File: config.mk
export PLATFORM = sky130hd
export DESIGN_NAME = mem_lsu_master
export DESIGN_NICKNAME = d
export VERILOG_FILES = /design/src/rtl/mem_lsu_master.sv
export SDC_FILE = /design/constraint.sdc
export NUM_CORES = 1
export LEC_CHECK = 0
export ABC_CLOCK_PERIOD_IN_PS = 3100
export CORE_MARGIN = 2
export CORE_UTILIZATION = 40
export CTS_CLUSTER_DIAMETER = 30
export CTS_CLUSTER_SIZE = 30
export DETAILED_ROUTE_END_ITERATION = 7
export PLACE_DENSITY = 0.65
export SYNTH_ARGS = -nofsm -noshare
export SYNTH_HDL_FRONTEND = slang
export SYNTH_SLANG_ARGS = --single-unit
File: constraint.sdc
create_clock -name clk -period 3.1 [get_ports clk]
set_clock_uncertainty 0.1 [all_clocks]
set_input_delay 0.775 -clock clk [delete_from_list [all_inputs] [get_ports clk]]
set_output_delay 0.775 -clock clk [all_outputs]
set_load 0.005 [all_outputs]
File: src/rtl/mem_lsu_master.sv
// mem_lsu_master: MEM-stage load/store initiator for the RV64 pipeline.
// Turns byte-addressed B/H/W/D requests into 64-bit word accesses on the
// read/write port of the data memory. Sub-word stores are read-modify-write.
// Accesses crossing a word boundary take two beats (w, then w+1 with wrap).
// Loads are sign- or zero-extended.
// Build option: define MISALIGN_TRAP_EN to reject accesses whose address is
// not a multiple of the access size. Such a request answers with rsp_err one
// cycle after acceptance and touches no memory. Without the macro, rsp_err is
// tied low and misaligned accesses are serviced.
//
// Handshake: a request transfers on the rising edge where req_valid and
// req_ready are both high. req_ready is high only in IDLE, so a held
// req_valid simply waits. rsp_valid is a one-cycle pulse with no backpressure.
module mem_lsu_master #(
  parameter int ADR_WIDTH  = 16,
  parameter int DATA_WIDTH = 64
) (
  input  logic                  clk,
  input  logic                  rst_n,
  input  logic                  req_valid,
  output logic                  req_ready,
  input  logic                  req_we,
  input  logic [63:0]           req_addr,
  input  logic [1:0]            req_size,
  input  logic                  req_unsigned,
  input  logic [63:0]           req_wdata,
  output logic                  rsp_valid,
  output logic [63:0]           rsp_rdata,
  output logic                  rsp_err,
  output logic                  mem_we,
  output logic [ADR_WIDTH-1:0]  mem_adr,
  output logic [DATA_WIDTH-1:0] mem_wdata,
  input  logic [DATA_WIDTH-1:0] mem_rdata,
  output logic [1:0]            dbg_state
);

  typedef enum logic [1:0] {
    IDLE  = 2'd0,
    BEAT0 = 2'd1,
    BEAT1 = 2'd2,
    RESP  = 2'd3
  } state_e;

  state_e                 state_q, state_d;
  logic [ADR_WIDTH+2:0]   addr_q;
  logic [1:0]             size_q;
  logic                   we_q;
  logic                   uns_q;
  logic [63:0]            wdata_q;
  logic [63:0]            lo_q;
  logic [63:0]            hi_q;
  logic [ADR_WIDTH-1:0]   adr_q;

  logic [2:0]             off;
  logic [ADR_WIDTH-1:0]   word_adr;
  logic [ADR_WIDTH-1:0]   word_adr_nxt;
  logic [3:0]             nbytes;
  logic                   split;
  logic [7:0]             lane_n;
  logic [15:0]            lane_mask;
  logic [127:0]           bit_mask;
  logic [127:0]           wide_wdata;
  logic [63:0]            merged_lo;
  logic [63:0]            merged_hi;
  logic [63:0]            raw_load;
  logic [63:0]            ext_load;
  logic                   accept;

  // Address bits above the word index wrap away by design.
  logic unused_addr_hi;
  assign unused_addr_hi = ^req_addr[63:ADR_WIDTH+3];

`ifdef MISALIGN_TRAP_EN
  logic       err_q;
  logic [2:0] align_in;
  logic       misaligned_in;
`endif

  assign off          = addr_q[2:0];
  assign word_adr     = addr_q[ADR_WIDTH+2:3];
  assign word_adr_nxt = word_adr + {{(ADR_WIDTH-1){1'b0}}, 1'b1};
  assign accept       = req_valid && req_ready;
  assign dbg_state    = state_q;

`ifdef MISALIGN_TRAP_EN
  // Low address bits that must be zero for the incoming access size
  always_comb begin
    case (req_size)
      2'd0:    align_in = 3'b000;
      2'd1:    align_in = 3'b001;
      2'd2:    align_in = 3'b011;
      default: align_in = 3'b111;
    endcase
    misaligned_in = |(req_addr[2:0] & align_in);
  end
`endif

  // Byte-lane geometry, store merge words and load extraction
  always_comb begin
    nbytes = 4'd1 << size_q;
    split  = ({1'b0, off} + nbytes) > 4'd8;
    case (size_q)
      2'd0:    lane_n = 8'h01;
      2'd1:    lane_n = 8'h03;
      2'd2:    lane_n = 8'h0F;
      default: lane_n = 8'hFF;
    endcase
    // Lanes of the two-word window {w+1, w} that this access covers.
    lane_mask = {8'd0, lane_n} << off;
    for (int i = 0; i < 16; i++) begin
      bit_mask[8*i +: 8] = {8{lane_mask[i]}};
    end
    wide_wdata = {64'd0, wdata_q} << {off, 3'b000};
    merged_lo  = (mem_rdata & ~bit_mask[63:0])   | (wide_wdata[63:0]   & bit_mask[63:0]);
    merged_hi  = (mem_rdata & ~bit_mask[127:64]) | (wide_wdata[127:64] & bit_mask[127:64]);
    // For non-split loads hi_q is stale but falls outside the kept bytes.
    raw_load   = 64'({hi_q, lo_q} >> {off, 3'b000});
    case (size_q)
      2'd0:    ext_load = uns_q ? {56'd0, raw_load[7:0]}  : {{56{raw_load[7]}},  raw_load[7:0]};
      2'd1:    ext_load = uns_q ? {48'd0, raw_load[15:0]} : {{48{raw_load[15]}}, raw_load[15:0]};
      2'd2:    ext_load = uns_q ? {32'd0, raw_load[31:0]} : {{32{raw_load[31]}}, raw_load[31:0]};
      default: ext_load = raw_load;
    endcase
  end

  // FSM next state and all handshake / memory port outputs
  always_comb begin
    state_d   = state_q;
    req_ready = 1'b0;
    mem_we    = 1'b0;
    mem_adr   = adr_q;
    mem_wdata = '0;
    rsp_valid = 1'b0;
    rsp_rdata = '0;
    rsp_err   = 1'b0;
    case (state_q)
      IDLE: begin
        req_ready = 1'b1;
        if (req_valid) begin
          state_d = BEAT0;
`ifdef MISALIGN_TRAP_EN
          if (misaligned_in) state_d = RESP;
`endif
        end
      end
      BEAT0: begin
        mem_adr = word_adr;
        if (we_q) begin
          mem_we    = 1'b1;
          mem_wdata = merged_lo;
        end
        state_d = split ? BEAT1 : RESP;
      end
      BEAT1: begin
        mem_adr = word_adr_nxt;
        if (we_q) begin
          mem_we    = 1'b1;
          mem_wdata = merged_hi;
        end
        state_d = RESP;
      end
      default: begin
        rsp_valid = 1'b1;
        rsp_rdata = we_q ? 64'd0 : ext_load;
`ifdef MISALIGN_TRAP_EN
        if (err_q) begin
          rsp_err   = 1'b1;
          rsp_rdata = 64'd0;
        end
`endif
        state_d = IDLE;
      end
    endcase
  end

  // State register, request latch, beat capture and held memory address
  always_ff @(posedge clk or negedge rst_n) begin
    if (!rst_n) begin
      state_q <= IDLE;
      addr_q  <= '0;
      size_q  <= '0;
      we_q    <= 1'b0;
      uns_q   <= 1'b0;
      wdata_q <= '0;
      lo_q    <= '0;
      hi_q    <= '0;
      adr_q   <= '0;
`ifdef MISALIGN_TRAP_EN
      err_q   <= 1'b0;
`endif
    end else begin
      state_q <= state_d;
      if (accept) begin
        addr_q  <= req_addr[ADR_WIDTH+2:0];
        size_q  <= req_size;
        we_q    <= req_we;
        uns_q   <= req_unsigned;
        wdata_q <= req_wdata;
`ifdef MISALIGN_TRAP_EN
        err_q   <= misaligned_in;
`endif
      end
      if (state_q == BEAT0) begin
        lo_q  <= mem_rdata;
        adr_q <= mem_adr;
      end
      if (state_q == BEAT1) begin
        hi_q  <= mem_rdata;
        adr_q <= mem_adr;
      end
    end
  end

endmodule
Word level (Yosys, flattened, before mapping)
Cells that the tools add are included.
{"block": "word_totals", "ff_bits": 233, "in_bits": 199, "word_cells": 55}
{"block": "classes", "addsub": 2, "order_cmp": 1, "n_eq_ne": 5, "shifts": 4, "muxes": 20, "n_bitwise": 8, "reduce_logical": 6}
{"cell": "2-to-1 mux 64 bit", "n": 7}
{"cell": "AND 64 bit", "n": 4}
{"cell": "one-hot mux 64 bit (3 select lines)", "n": 1}
{"cell": "NOT 64 bit", "n": 2}
{"cell": "OR 64 bit", "n": 2}
{"cell": "one-hot mux 64 bit (2 select lines)", "n": 1}
{"cell": "left shift 64 x 6 -> 128 bit", "n": 1}
{"cell": "right shift 128 x 6 -> 64 bit", "n": 1}
{"cell": "2-to-1 mux 16 bit", "n": 2}
{"cell": "one-hot mux 16 bit (2 select lines)", "n": 1}
{"cell": "one-hot mux 8 bit (3 select lines)", "n": 1}
{"cell": "adder 16 x 1 -> 16 bit (second input constant)", "n": 1}
{"cell": "left shift 8 x 3 -> 16 bit", "n": 1}
{"cell": "one-hot mux 2 bit (3 select lines)", "n": 1}
{"cell": "2-to-1 mux 1 bit", "n": 5}
{"cell": "adder 3 x 4 -> 4 bit", "n": 1}
{"cell": "equality test 2 x 1 -> 1 bit (second input constant)", "n": 2}
{"cell": "equality test 2 bit (second input constant)", "n": 2}
{"cell": "> comparator 4 bit (second input constant)", "n": 1}
{"cell": "logical NOT 2 bit", "n": 2}
{"cell": "left shift 1 x 2 -> 4 bit (first input constant)", "n": 1}
{"cell": "OR reduction 3 bit", "n": 1}
{"cell": "2-to-1 mux 2 bit", "n": 1}
{"cell": "!= test 2 bit (second input constant)", "n": 1}
{"cell": "other kinds (3)", "n": 3}

Longest topological paths before layout
{"block": "depth", "ltp_word": 8, "ltp_mapped": 10, "mapped_depth_nobuf": 8}

Worst setup path after synthesis
OpenSTA, ideal clock, no wires.
{"block": "synth_timing", "kind": "register to output", "start": "register addr_q[0]", "end": "output port rsp_rdata[57]", "t_arrival_ns": 1.934, "t_required_ns": 2.225, "slack_ns": 0.291, "path_stages_with_launch": 9, "path_buffers": 3, "path_cell_list": "dfrtp_1 -> buf_6 -> buf_8 -> mux2i_1 -> mux4_2 -> o31ai_4 -> o21ai_2 -> buf_6 -> a31oi_1"}
{"block": "synth_between", "elab_chain_len": 5, "elab_cells_between_ends": 7, "cone_classes": "shift: 1; mux: 6"}
{"item": "from (decl)", "line": "45", "rtl": "logic [ADR_WIDTH+2:0] addr_q;"}
{"item": "from (signal assigned)", "line": "194", "rtl": "addr_q <= req_addr[ADR_WIDTH+2:0];"}
{"item": "right shift 128 x 6 -> 64 bit (*)", "line": "117", "rtl": "raw_load = 64'({hi_q, lo_q} >> {off, 3'b000});"}
{"item": "2-to-1 mux 64 bit (on tied branches)", "line": "121, 119, 120"}
{"item": "one-hot mux 64 bit (3 select lines) (*)", "line": "118", "rtl": "case (size_q)"}
{"item": "2-to-1 mux 64 bit (*)", "line": "164", "rtl": "rsp_rdata = we_q ? 64'd0 : ext_load;"}
{"item": "2-to-1 mux 64 bit (*)", "line": "136", "rtl": "case (state_q)"}
{"item": "to (decl)", "line": "28", "rtl": "output logic [63:0] rsp_rdata,"}
Mark *: on every way between the ends. The rest lies on a longest branch, timed or not.

Worst setup path after layout
{"block": "layout_timing", "start": "register addr_q[0]", "end": "output port rsp_rdata[60]"}
Same word-level chain as after synthesis.

==> results.md <==
* Compound-Gate Fraction of Synth Area at 0.149
* Status: complete, but fails checks
* Adder-Cell Fraction of Synth Area at 0.00535
* GRT Util Overall at 0.325
* CP arrival at 3030 ps
* Syn Nets at 1762
* Via count at 16600
* First-pass GRT wire length at 103 mm
* Part of the Yosys area used for sequential elements at 0.344
* Dpl cell area at 0.0218 mm2
* Layout Cells excl Fill at 2759
* CP endpoint kind: output pin
* Min Hold Slack at 62.4 ps
* Initial antenna violation count at 3
* Ys Warns at 0
* Multiplexer area fraction after synthesis at 0.362
* Total Nets Final at 2389
* Gate count of the mapped netlist at 1556
* Critical Path Fanout Max at 9
* CTS root buffer: clkbuf_16
* Placed cell count at 2538
* Final instance area at 0.0261 mm2
* RSZ-0062 raised after global routing: yes
* Worst-Margin Slew at 858 ps
* Final period util at 1.26
* Leak pwr at 11.1 nW
* Total CTS buffers at 51
* Pwr Density at 1370 mW/mm2
* Critical Path RT at 2220 ps
* Vias in the first global route at 16400
* Synth Cell Area at 0.0164 mm2
* Failing checks: negative setup slack
* VDD IR max at 0.554 mV
* Overflow after GRT at 0
* Min-Delay Path Class: in -> async
* Critical path class: reg -> out
* Placer Congestion at 0.985
* Cell variety after synth at 67
* Port Buf Inserts at 302
* Row count at 74
* Avg WL per Cell at 25.7 um
* DRT Wirelength at 71.0 mm
* Final hold violations at 0
* Avg Inst Size Synth at 10.5 um2
* Max-Cap Viols at 0
* Post-synth top flop: dfrtp_1
* Synth area leader: dfrtp_1
* Post-DRT Antenna Nets at 0
* Synth area leaders: dfrtp_1 34%, mux2_2 18%, mux4_2 11%
* Clock Latency Late Sink at 580 ps
* Die W at 206 um
* Storage cell area at 0.00564 mm2
* Core Footprint at 0.0406 mm2
* H-tree depth at 2
* DRC at 0
* Final Slew Violations at 0
* Initial drt markers at 1435
* Worst-case clock buffer depth at 3
* Register bit total from synthesis at 225
* EDFF count, synth at 0
* Period minus WS final at 3910 ps
* Xor/xnor share of the synthesized area at 0.00856
* Synth top area share at 0.344
* FFs w/ async S/R, synth at 1.00
* CP startpoint kind: register
* I/O pin cnt at 349
* DR vias/cell at 6.02
* Starting Density at 0.403
* Fmax at 0.256 GHz
* Largest net degree at the start of global routing at 65
* Clock-pin slew on the worst setup and hold paths at 40 ps
* Slew Limit Headroom at 0.428
* First drt pass iteration count at 7
* DIE AREA at 0.0426 mm2
* Multi-input gate area at 0.0114 mm2
* Largest family of logic cells by synthesized area: multiplexers
* Final setup viols at 129
* DP HPWL at 48.8 mm
* CTS tree: done
* Simple-gate share of the synthesized area at 0.0859
* # clock sinks at 225
* Layout cells sized above 1 at 0.542
* PnR worst setup slack at -807 ps
* Synth-to-layout area growth at 59.6%
* Die Y at 206 um
* Fillcell total at 3148
==> flip-flops by register name (all words and copies together) (netlist names) <==
signal,count
uns_q,1
size_q,2
wdata_q,64
hi_q,56
we_q,1
dbg_state,2
lo_q,64
addr_q,19
adr_q,16
==> power breakdown <==
part / total [mW] / switching (mW) / leakage (nW) / internal (mW)
Sequential: 6.26 / 1.76 / 2.65 / 4.51
Clock: 5.45 / 1.85 / 0.824 / 3.60
Combinational: 24.0 / 11.4 / 7.62 / 12.6
==> Yosys cell counts (5+ instances only) <==
master	number
mux2_2	266
dfrtp_1	225
nand2_1	157
nor2_1	120
mux2i_1	116
a21oi_1	84
mux4_2	78
clkbuf_1	56
o21ai_0	55
a22oi_1	41
buf_1	37
a211oi_1	25
inv_1	21
buf_2	20
nand3_1	18
buf_4	16
a222oi_1	15
xnor2_1	14
a31oi_1	13
a211o_1	11
o32ai_1	11
a21oi_2	10
o211ai_1	10
a31oi_2	8
nor2b_1	8
o22ai_1	8
o2bb2ai_1	8
a21o_1	7
buf_6	7
ha_1	7
nor3_1	7
o221ai_1	7
nand2b_1	6
a32oi_1	5
or2_2	5
==> through the flow <==
stage / setup TNS, ps / worst slack [ps] / power [mW] / util
global route: -85100 / -879 / 37.4 / 0.643
detailed placement: -48790 / -652 / 24.7 / 0.537
CTS: -78740 / -849 / 33.7 / 0.623
floorplan: 0 / 291 / 17.0 / -
finish: -76270 / -807 / 35.8 / 0.643
global placement: -46650 / -622 / 24.4 / 0.537
==> path summary, 6_finish.rpt <==
kind / slack, ps / start / cells past startpoint / to
max: -810 / addr_q[0] / 10 / rsp_rdata[60]
min: 60 / rst_n / 1 / adr_q[4]
max reg2reg: 500 / size_q[1] / 9 / dbg_state[0]
min reg2reg: 400 / hi_q[50] / 1 / hi_q[50]
max in group asynchronous: 2100 / rst_n / 2 / hi_q[13]
min in group clk: 400 / hi_q[50] / 1 / hi_q[50]
==> worst max-delay path, stage by stage, from the launching register on <==
cell	delay [ps]
dfrtp_4	500
buf_12	160
mux2i_4	190
mux4_2	510
o31ai_4	290
o21ai_4	80
buf_4	160
buf_12	140
buf_6	130
a31oi_4	150
buf_2	140
==> placed cells by master, fill, tap and decap left out, drive strengths merged, types with 5 or more instances in the layout <==
cell type | netlist | routed
nand2 | 157 | 157
a21oi | 94 | 94
mux2i | 116 | 116
inv | 21 | 25
o22ai | 9 | 9
nand3 | 18 | 18
mux2 | 267 | 267
o2bb2ai | 8 | 8
o21ai | 59 | 59
o32ai | 11 | 11
nand2b | 6 | 6
a211oi | 25 | 25
nor3 | 8 | 8
o211ai | 10 | 10
buf | 81 | 491
a211o | 11 | 11
dfrtp | 225 | 225
mux4 | 78 | 78
clkinv | 1 | 12
o221ai | 7 | 7
clkbuf | 56 | 81
clkinvlp | 0 | 15
o21a | 5 | 6
xnor2 | 14 | 14
nor2 | 120 | 120
a21o | 7 | 7
dlygate4sd2 | 0 | 17
clkdlybuf4s50 | 0 | 158
nor2b | 8 | 8
ha | 7 | 7
a22oi | 41 | 41
a222oi | 15 | 15
a31oi | 21 | 21
clkdlybuf4s15 | 0 | 19
or2 | 6 | 6
a32oi | 5 | 5
==> layout make-up <==
cell class,count,area share
Clock buffer,60,0.0541
Timing Repair Buffer,710,0.251
Antenna cell,3,0.000287
Clock inverter,34,0.0135
Multi-Input combinational cell,1173,0.436
Tap cell,532,0.0255
Inverter,22,0.00364
Sequential cell,225,0.216
==> cell families after synthesis <==
| kind of cell | after synthesis |
|---|---|
| flops | 225 |
| other cells | 1 |
| compound gates | 348 |
| mux | 461 |
| buf+inv | 159 |
| simple gates | 339 |
| fa+ha+maj | 7 |
| xor+xnor | 16 |
==> timing repair <==
action,4_1_cts,5_1_grt
gates resized for setup,714,156
buffers inserted,68,46
cloned,14,3
endpoints found under the setup margin,145,140
pin swaps,98,52
hold buffers,0,0
==> per-layer routing <==
layer	vias up	routed length, um	share of wire	track usage
met5	-	11	0.00015	0
met2	1001	32500	0.46	0.500
met4	2	2740	0.039	0.135
li1	7156	-	-	-
met1	8289	28900	0.41	0.442
met3	166	6890	0.097	0.0735
No activity file was read; power rests on OpenSTA's default activity.
